==> config.mk <==
export PLATFORM = sky130hd
export DESIGN_NAME = demux_1xn_stream
export DESIGN_NICKNAME = d
export VERILOG_FILES = /design/src/rtl/demux_1xn_stream.sv
export SDC_FILE = /design/constraint.sdc
export NUM_CORES = 1
export LEC_CHECK = 0
export ABC_AREA = 1
export CORE_UTILIZATION = 38
export DETAILED_ROUTE_END_ITERATION = 7
export GPL_ROUTABILITY_DRIVEN = 1
export HOLD_SLACK_MARGIN = 0.06
export PLACE_DENSITY = 0.8
export SLEW_MARGIN = 20
export SYNTH_ARGS = -nofsm -noshare
export SYNTH_HDL_FRONTEND = slang
export SYNTH_SLANG_ARGS = --single-unit
==> constraint.sdc <==
create_clock -name clk -period 2.3 [get_ports clk]
set_input_delay 0.69 -clock clk [delete_from_list [all_inputs] [get_ports clk]]
set_output_delay 0.69 -clock clk [all_outputs]
set_load 0.02 [all_outputs]
==> src/rtl/demux_1xn_stream.sv <==
// Registered 1-to-N_CH valid/ready stream demultiplexer with broadcast and drop counting.
// Optional per-channel handshake counters (port chan_cnt) enabled by defining DEMUX_STATS_EN.
module demux_1xn_stream #(
  parameter  int N_CH   = 4,
  parameter  int DATA_W = 8,
  parameter  int CNT_W  = 8,
  localparam int SEL_W  = $clog2(N_CH)
) (
  input  logic                     clk,
  input  logic                     rstn,
  input  logic                     in_valid,
  output logic                     in_ready,
  input  logic [DATA_W-1:0]        in_data,
  input  logic [SEL_W-1:0]         in_sel,
  input  logic                     in_bcast,
  output logic [N_CH-1:0]          out_valid,
  input  logic [N_CH-1:0]          out_ready,
  output logic [N_CH*DATA_W-1:0]   out_data,
  output logic [CNT_W-1:0]         drop_cnt,
  output logic                     busy
`ifdef DEMUX_STATS_EN
  ,
  output logic [N_CH*CNT_W-1:0]    chan_cnt
`endif
);

  typedef enum logic [1:0] {EMPTY, UNI, BCAST} state_t;

  state_t             state_q, state_d;
  logic [DATA_W-1:0]  data_q, data_d;
  logic [SEL_W-1:0]   sel_q, sel_d;
  logic [N_CH-1:0]    pend_q, pend_d;
  logic [CNT_W-1:0]   drop_q, drop_d;
  logic               init_q;
  logic [N_CH-1:0]    sel_oh;
  logic               complete;
  logic               accept;
  logic               in_range;

  // Holds in_ready low until the first edge after reset release.
  always_ff @(posedge clk or negedge rstn) begin
    if (!rstn) init_q <= 1'b0;
    else       init_q <= 1'b1;
  end

  always_ff @(posedge clk or negedge rstn) begin
    if (!rstn) begin
      state_q <= EMPTY;
      data_q  <= '0;
      sel_q   <= '0;
      pend_q  <= '0;
      drop_q  <= '0;
    end else begin
      state_q <= state_d;
      data_q  <= data_d;
      sel_q   <= sel_d;
      pend_q  <= pend_d;
      drop_q  <= drop_d;
    end
  end

  always_comb begin
    sel_oh = '0;
    for (int unsigned i = 0; i < N_CH; i++) sel_oh[i] = (sel_q == SEL_W'(i));
  end

  assign in_range = ({1'b0, in_sel} < (SEL_W+1)'(N_CH));

  always_comb begin
    state_d   = state_q;
    data_d    = data_q;
    sel_d     = sel_q;
    pend_d    = pend_q;
    drop_d    = drop_q;
    out_valid = '0;
    complete  = 1'b0;
    unique case (state_q)
      EMPTY: complete = 1'b1;
      UNI: begin
        out_valid = sel_oh;
        complete  = |(sel_oh & out_ready);
      end
      BCAST: begin
        out_valid = pend_q;
        complete  = ((pend_q & ~out_ready) == '0);
        pend_d    = pend_q & ~out_ready;
      end
      default: ;
    endcase
    in_ready = init_q & complete;
    accept   = in_valid & in_ready;
    // A new word overrides the completion transition, so there is no bubble.
    if (accept) begin
      if (in_bcast) begin
        state_d = BCAST;
        pend_d  = '1;
        data_d  = in_data;
      end else if (in_range) begin
        state_d = UNI;
        sel_d   = in_sel;
        data_d  = in_data;
      end else begin
        state_d = EMPTY;
        if (drop_q != '1) drop_d = drop_q + CNT_W'(1);
      end
    end else if (complete && state_q != EMPTY) begin
      state_d = EMPTY;
    end
  end

  always_comb begin
    out_data = '0;
    for (int unsigned i = 0; i < N_CH; i++) out_data[i*DATA_W +: DATA_W] = data_q;
  end

  assign drop_cnt = drop_q;
  assign busy     = (state_q != EMPTY);

`ifdef DEMUX_STATS_EN
  logic [CNT_W-1:0] cnt_q [N_CH];

  always_ff @(posedge clk or negedge rstn) begin
    if (!rstn) begin
      for (int unsigned i = 0; i < N_CH; i++) cnt_q[i] <= '0;
    end else begin
      for (int unsigned i = 0; i < N_CH; i++)
        if (out_valid[i] && out_ready[i] && cnt_q[i] != '1) cnt_q[i] <= cnt_q[i] + CNT_W'(1);
    end
  end

  always_comb begin
    chan_cnt = '0;
    for (int unsigned i = 0; i < N_CH; i++) chan_cnt[i*CNT_W +: CNT_W] = cnt_q[i];
  end
`endif

endmodule

==> impl_metrics.json <==
{
  "clockBufferDepth": 2,
  "antenna_left": 0,
  "avgRoutedWirePerCell_um": 10.9,
  "ys_top_cells_by_count": "nand2_1, buf_4, dfrtp_1",
  "status": "complete, no violations",
  "stdcell_count": 222,
  "fin_total_pwr_w": 0.00221,
  "cts_made_buffers": 3,
  "regArea_um2": 425,
  "end_kind": "output port",
  "slew_viol_final": 0,
  "nFillCells": 267,
  "die_area_mm2": 0.00320,
  "multiInputGateArea_um2": 437,
  "drtPass1Iterations": 4,
  "rows": 19,
  "required_ns": 1.61,
  "syn_area_mm2": 0.00113,
  "area_growth_pct": 41.8,
  "grt_max_degree": 18,
  "globalRouteTotalUtil_pct": 15.6,
  "avgViaCountPerCell": 4.56,
  "die_h_um": 56.6,
  "synth_flop_cell": "dfrtp_1",
  "synth_area_leader_cell": "dfrtp_1",
  "vias": 1013,
  "synth_seq_area_share_pct": 37.6,
  "placed_cells": 218,
  "skew_ns": 0.00741,
  "drtIter0Drc": 27,
  "fmax_ghz": 0.442,
  "leakage_nw": 0.806,
  "peakVddDrop_uv": 919,
  "ys_types": 18,
  "htree_levels": 1,
  "start_util_pct": 40.7,
  "ys_warn_count": 0,
  "crit_path_frequent_cell": "nor2_1",
  "crit_family": "buffers and inverters",
  "p_per_area_mw_per_mm2": 1380,
  "holdPathStages": 2,
  "clk_pin_slew_ns": 0.10,
  "critPathMaxStageDelay_ns": 0.24,
  "final_nets": 214,
  "io_pins": 64,
  "port_buffers": 55,
  "grt_overflow": 0,
  "path_max_fanout": 2,
  "path_class": "in2out",
  "arrival_ns": 1.57,
  "worstSetupStartpointType": "input pin",
  "synth_seq_cells": 17,
  "diodes": 0,
  "hold_viol_final": 0,
  "drive_gt1_share_pct": 16.8,
  "wl_um": 2410,
  "path_buf_inv": 4,
  "clk_latency_ns": 0.29,
  "clockRootBuffer": "clkbuf_4",
  "period_share_pct": 98.3,
  "core_area_mm2": 0.00278,
  "hp-class": "reg2reg",
  "antenna_found_initial": 0,
  "drt-met1-wl_um": 941,
  "cts_tree": "done",
  "drc": 0,
  "synth.most_common_cell": "nand2_1",
  "r2r_cells": 13,
  "grt_pass1_vias": 942,
  "highest_layer": "met4",
  "avgSynthCellArea_um2": 7.76,
  "synth-edff-count": 0,
  "grt_pass1_wl_um": 3900,
  "wl_met3_um": 161,
  "finalSetupViolCount": 0,
  "synthArstFlopShare_pct": 100,
  "synth_top_area_share_pct": 37.6,
  "cp.depth": 10,
  "met2_length_um": 1240,
  "maxCapViolations": 0,
  "hpwl_um": 1940,
  "gp_congestion": 0.855,
  "cts.sinks": 17,
  "rsz0062_at_grt": "true",
  "layout_min_cycle_time_ns": 2.26,
  "path_cells": "dlygate4sd2_1 -> inv_1 -> nand2_1 -> nand3_1 -> nor2_1 -> nor2_1 -> nand2_2 -> nand3_2 -> inv_2 -> buf_6",
  "fp.dieW_um": 56.6,
  "postSynthCellCount": 146,
  "synthTopCellsByArea": "dfrtp_1, buf_4, nand2_1",
  "postCtsSetupBuffers": 0,
  "slowest_stage": "dlygate4sd2_1"
}
## placed cells by master (no fill, tap or decap), drive strengths merged
cell type      synthesis  final
a21oi                  4      4
buf                   34     17
clkbuf                 0      4
clkdlybuf4s15          0      1
clkdlybuf4s50          0     45
clkinv                 0      1
conb                   2      9
dfrtp                 17     17
dlygate4sd2            0      4
ha                     4      4
inv                   14     14
nand2                 45     45
nand3                 15     15
nand4                  1      1
nor2                   3      3
o21ai                  5      5
o21bai                 2      2
## timing repair
item / 4_1_cts / 5_1_grt
hold buffers: 0 / 0
gates resized for setup: 24 / 9
setup endpoints to repair: 6 / 5
pin swaps: 1 / 1
## layer usage
layer / track usage (%) / vias to the layer above
li1: - / 503
met5: 0 / -
met3: 2.30 / 6
met2: 28.1 / 45
met1: 17.8 / 459
met4: 8.01 / 0
## power by group
part           internal, W  switching, W  total (W)  leakage, nW
sequential        0.000430      0.000142   0.000572        0.208
clock            0.0000645     0.0000937   0.000158       0.0177
combinational     0.000709      0.000771    0.00148        0.580
total              0.00120       0.00101    0.00221        0.806
## flip-flops by register name, indices dropped and copies added, names as in the netlist
name and flops:
init_q 1, sel_q 2, pend_q 4, data_q 8, state_q 2
## kinds of logic after synthesis
kind of cell	Yosys count	share of synthesized area, %
AOI/OAI and AO/OA	11	5.30
adders and majority gates	4	4.42
buffers and inverters	48	27.5
DFF	17	37.6
other	2	0.663
and+or+nand+nor	64	24.5
## layout make-up
type / instances / share of cell area (%)
repair buffers: 68 / 38.9
multi-input cells: 88 / 27.2
flip-flops and latches: 17 / 26.5
inverters: 14 / 3.27
well taps: 31 / 2.42
clock buffers: 3 / 1.40
clock inverters: 1 / 0.312
## worst paths after layout
kind / startpoint / end / slack, ns
hold reg to reg: data_q[2] / data_q[2] / 0.56
max in group asynchronous: rstn / data_q[0] / 1.40
setup reg to reg: state_q[0] / data_q[7] / 0.55
min in group asynchronous: rstn / pend_q[1] / 0.70
setup / recovery: out_ready[1] / in_ready / 0.04
hold / removal: data_q[2] / data_q[2] / 0.56
## worst register-to-register path: stages, from the launching register on
cell	delay [ns]
dfrtp_1	0.41
inv_2	0.08
ha_4	0.14
nand2_1	0.05
nand2_1	0.07
nand2_1	0.05
nor2_1	0.10
nor2_1	0.06
nand2_2	0.06
buf_4	0.11
nand4_2	0.18
buf_4	0.24
nand2_1	0.06
nand2_1	0.06
## stage by stage
stage	hold WS, ns	setup TNS [ns]	instance area [µm²]	utilization [%]	worst slack, ns
floorplan	0.394	0	1160	-	0.294
global placement	0.520	-0.660	1590	57.0	-0.660
detailed placement	0.530	-0.919	1590	57.0	-0.684
CTS	0.556	0	1610	58.0	0.00611
global route	0.592	-0.0548	1610	57.7	-0.0548
finish	0.556	0	1610	57.7	0.0394
(Power assumes the default switching activity.)
